[config.mk]
export PLATFORM = sky130hd
export DESIGN_NAME = sar_search_12
export DESIGN_NICKNAME = d
export VERILOG_FILES = /design/src/rtl/sar_search_12_pkg.sv /design/src/rtl/sar_search_12.sv
export SDC_FILE = /design/constraint.sdc
export NUM_CORES = 1
export LEC_CHECK = 0
export CAP_MARGIN = 40
export CORE_UTILIZATION = 40
export DETAILED_ROUTE_END_ITERATION = 16
export PLACE_DENSITY_LB_ADDON = 0.08
export SLEW_MARGIN = 20
export SYNTH_ARGS = -nofsm -noshare
export SYNTH_HDL_FRONTEND = slang
export SYNTH_SLANG_ARGS = --single-unit
[constraint.sdc]
create_clock -name clk -period 2.85 [get_ports clk]
set_clock_uncertainty 0.15 [all_clocks]
set_input_delay 0.57 -clock clk [delete_from_list [all_inputs] [get_ports clk]]
set_output_delay 0.57 -clock clk [all_outputs]
set_load 0.02 [all_outputs]
[src/rtl/sar_search_12_pkg.sv]
// Shared definitions for the successive-approximation search controller:
// FSM state encoding, default operand width and comparator flag positions.
package sar_search_12_pkg;

  localparam int DEF_WIDTH = 12;

  typedef enum logic [1:0] {
    IDLE = 2'd0,
    TEST = 2'd1,
    DONE = 2'd2
  } state_t;

  // Bit positions in the {L,E,G} flag vector, matching the comparator's ordering.
  localparam int FLAG_L = 2;
  localparam int FLAG_E = 1;
  localparam int FLAG_G = 0;

endpackage

[src/rtl/sar_search_12.sv]
// Successive-approximation search controller driving a combinational
// magnitude comparator's B operand and resolving one code bit per cycle.
module sar_search_12
  import sar_search_12_pkg::*;
#(
  parameter int WIDTH      = DEF_WIDTH,
  parameter bit EARLY_EXIT = 1'b1
) (
  input  logic             clk,
  input  logic             rst,
  input  logic             start,
  input  logic             cmp_e,
  input  logic             cmp_g,
  input  logic             cmp_l,
  output logic [WIDTH-1:0] trial,
  output logic             busy,
  output logic             done,
  output logic [WIDTH-1:0] result,
  output logic             err
);

  localparam int KW = (WIDTH > 1) ? $clog2(WIDTH) : 1;

  state_t           r_state, w_state_nx;
  logic [WIDTH-1:0] r_acc, w_acc_nx;
  logic [WIDTH-1:0] r_result, w_result_nx;
  logic [KW-1:0]    r_k, w_k_nx;
  logic             r_err, w_err_nx;

  logic [2:0]       w_flags;
  logic             w_onehot;
  logic             w_e;
  logic             w_g;
  logic [WIDTH-1:0] w_bit;
  logic [WIDTH-1:0] w_trial;

  assign w_flags[FLAG_L] = cmp_l;
  assign w_flags[FLAG_E] = cmp_e;
  assign w_flags[FLAG_G] = cmp_g;

  // A malformed flag set is flagged and otherwise behaves like L (bit cleared).
  assign w_onehot = (w_flags == 3'b001) || (w_flags == 3'b010) || (w_flags == 3'b100);
  assign w_e      = w_onehot & w_flags[FLAG_E];
  assign w_g      = w_onehot & w_flags[FLAG_G];

  assign w_bit   = {{(WIDTH-1){1'b0}}, 1'b1} << r_k;
  assign w_trial = (r_state == TEST) ? (r_acc | w_bit) : '0;

  assign trial  = w_trial;
  assign busy   = (r_state == TEST);
  assign done   = (r_state == DONE);
  assign result = r_result;
  assign err    = r_err;

  always_ff @(posedge clk) begin
    if (rst) begin
      r_state  <= IDLE;
      r_acc    <= '0;
      r_k      <= KW'(WIDTH-1);
      r_result <= '0;
      r_err    <= 1'b0;
    end else begin
      r_state  <= w_state_nx;
      r_acc    <= w_acc_nx;
      r_k      <= w_k_nx;
      r_result <= w_result_nx;
      r_err    <= w_err_nx;
    end
  end

  always_comb begin
    w_state_nx  = r_state;
    w_acc_nx    = r_acc;
    w_k_nx      = r_k;
    w_result_nx = r_result;
    w_err_nx    = r_err;
    case (r_state)
      IDLE: begin
        if (start) begin
          w_state_nx = TEST;
          w_acc_nx   = '0;
          w_k_nx     = KW'(WIDTH-1);
          w_err_nx   = 1'b0;
        end
      end
      TEST: begin
        if (!w_onehot) w_err_nx = 1'b1;
        if (EARLY_EXIT && w_e) begin
          w_result_nx = w_trial;
          w_state_nx  = DONE;
        end else begin
          if (w_g || w_e) w_acc_nx = w_trial;
          if (r_k == '0) begin
            w_result_nx = (w_g || w_e) ? w_trial : r_acc;
            w_state_nx  = DONE;
          end else begin
            w_k_nx = r_k - KW'(1);
          end
        end
      end
      DONE:    w_state_nx = IDLE;
      default: w_state_nx = IDLE;
    endcase
  end

endmodule
==> results.md <==
* Status: completed
* DRC at 0
* GP Congestion at 0.8437
* Global Route Usage Sum at 21.05%
* CTS tree: yes
* Post-CTS Resized at 0
* Max-cap violation count at 0
* Compound-Gate Fraction of Synth Area at 29.49%
* Mux contribution to synthesized area at 0%
* Setup bufs post-CTS at 0
* Post-synth EDFFs at 0
* DRT antenna net count at 0
* Async S/R FF share, synth at 0%
* Clock period minus worst slack at 2.728 ns
* RSZ-0062 raised after global routing: false
* Lkg Pwr at 0.0007773 uW
* Largest net degree at the start of global routing at 14
* Synth top area share at 39.74%
* Root buf cell: clkbuf_8
* Max-slew headroom at 61.21%
* Setup TNS Final at 0 ns
* TritonCTS buffer count at 5
* Largest area contributor in the netlist: dfxtp_1
* Yosys cell types at 45
* IO Port Bufs at 32
* Mapped cell area at 0.001561 sq mm
* Xor/xnor share of the synthesized area at 0.5609%
* Post-Syn Area per Cell at 8.580 sq um
* Initial antenna violation count at 0
* Worst min path class: flip-flop to flip-flop
* Power density over the cells at 442.1 mW/mm^2
* Hold Buf Count CTS at 0
* Clock transition at the registers of the reported paths at 0.06 ns
* Clock buffer depth at 2
* Synth Warn # at 0
* Core area at 0.003716 sq mm
* Fin area at 0.002013 sq mm
* Worst endpoint data arrival time at 2.01 ns
* Post-Route WL at 3937 microns
* Top-Level Pins at 33
* Wire per inst at 14.80 microns
* Largest family of logic cells by synthesized area: compound AO/OA/AOI/OAI gates
* Yosys reg bits at 31
* Critical path capture point type: output port
* Crit-path max FO at 7
* Reg2Reg Setup Slack at 0.76 ns
* Vias in the first global route at 1371
* Sink Count at 31
* Fin. Hold Viols at 0
* Nets at 230
* Number of H-tree levels at 2
* HPWL after DPL at 2942 microns
* Fmax at 0.3666 GHz
* Synthesis-to-finish area growth at 28.93%
* Total gr overflow at 0
* Syn nets at 193
* Adder-cell share of the synthesized area at 4.006%
* Starting density of the core at 42.02%
* CP Launch Type: flip-flop
* Simple-Gate Fraction of Synth Area at 21.71%
* Worst vdd ir at 203.3 uV
* First-pass iteration count of the detailed router at 4
* FILL cells at 361
* Placed Area at 0.001936 sq mm
* Vias per cell at 5.500
* First-pass GRT wire length at 6561 microns
* Final Max Tran Viols at 0
* Main flop type after synthesis: dfxtp_1
* Fin crit share at 95.72%
* Ranking of synthesized cells by area: dfxtp_1 (40%), nor2_1 (6.7%), a21oi_1 (6.1%)
* Diodes inserted at 0
* Layout cell share with drive strength beyond 1 at 8.257%
* Crit Path Class: flip-flop to output port
* Setup Viol. Count Final at 0
* Register area share after synthesis at 39.74%
* # rows at 22
* Hold slack at 0.3135 ns
* Die area at 0.004158 sq mm
* Vias at 1463
* WP data required at 2.13 ns
* Die H at 64.48 microns
* Worst skew pair latency at 0.28 ns
* Worst-margin pin slew at 0.5794 ns
* Die Wd at 64.48 microns
* Initial detailed-routing violation count at 111
* Cells after synthesis at 182
[critical path, stage by stage, from the launching register on]
cell and delay (ns):
dfxtp_1 0.44, nor2b_1 0.40, a21oi_1 0.17, nor2_1 0.11
clkdlybuf4s50_1 0.60
[final cells by class]
cell class,instances,area [sq um],share of cell area [%]
clock buffers,6,72.57,3.605
inverters,11,41.29,2.051
multi-input cells,135,873.3,43.38
flip-flops and latches,31,620.6,30.83
well taps,48,60.06,2.983
repair buffers,35,345.3,17.15
[layout by cell type (no fill, tap or decap), types with 4 or more instances in the layout]
| master | count |
|---|---|
| dfxtp_1 | 31 |
| clkdlybuf4s50_1 | 31 |
| nor2_1 | 28 |
| a21oi_1 | 19 |
| a31oi_1 | 12 |
| inv_1 | 10 |
| o21ai_0 | 7 |
| a21o_1 | 7 |
| nand2_1 | 5 |
| clkbuf_8 | 5 |
| and2_1 | 4 |
| o221ai_1 | 4 |
| ha_1 | 4 |
[per-stage QoR]
step           total power, uW  cells  setup WS (ns)  utilization (%)
2_1_floorplan            538.9    182         0.7987                -
3_3_place_gp             581.8    260         0.4001            52.09
3_5_place_dp             582.0    260         0.3657            52.09
4_1_cts                  891.7    266        0.05685            54.04
5_1_grt                  926.4    266        0.03105            54.18
6_report                 890.1    266         0.1219            54.18
[Yosys cell counts, types with 2 or more instances]
master and number:
dfxtp_1 31, nor2_1 28, a21oi_1 19, a31oi_1 12, inv_1 10, a21o_1 7
o21ai_0 7, ha_1 5, nand2_1 5, and2_1 4, o221ai_1 4, a221o_1 3
nor2b_1 3, o221a_1 3, a32o_1 2, and3_1 2, buf_2 2, nand3_1 2
nor2_2 2, nor3b_1 2, o21ai_1 2, o22ai_1 2, or2_0 2, or3_1 2
[metal layers]
layer  part of all wire, %  vias to the layer above  track usage [%]  wire [microns]
li1                      -                      741                -               -
met1                    47                      676            26.22            1856
met2                    46                       39            33.42            1819
met3                   5.2                        7            5.810             205
met4                   1.4                        0            10.00              55
met5                     0                        -                0               0
[final timing paths]
kind / cells after the start / endpoint / startpoint
setup / recovery: 4 / trial[8] / r_k[3]$_SDFFE_PP1P_
hold / removal: 1 / result[2]$_SDFFE_PP0P_ / result[2]$_SDFFE_PP0P_
setup reg to reg: 7 / result[11]$_SDFFE_PP0P_ / r_k[0]$_SDFFE_PP1P_
hold reg to reg: 1 / result[2]$_SDFFE_PP0P_ / result[2]$_SDFFE_PP0P_
[state kept, by name (all words and copies together) (netlist names)]
| name | flops |
|---|---|
| r_acc | 12 |
| result | 12 |
| r_k | 4 |
| r_state | 2 |
| err | 1 |
[logic make-up (layout without fill, tap and decap cells)]
logic type      count (synthesis)  in the layout
buf+inv                        16             52
fa+ha+maj                       5              5
compound gates                 68             68
xor+xnor                        1              1
simple gates                   61             61
flops                          31             31
[report_power, final]
group | total [uW] | leakage (uW) | internal [uW] | switching [uW]
combinational | 125 | 0.000489 | 48.3 | 76.5
clock | 316 | 0.0000371 | 162 | 153
sequential | 450 | 0.000251 | 441 | 8.63
total | 890 | 0.000777 | 652 | 238
Note: power is estimated with default switching activity, not from simulation.
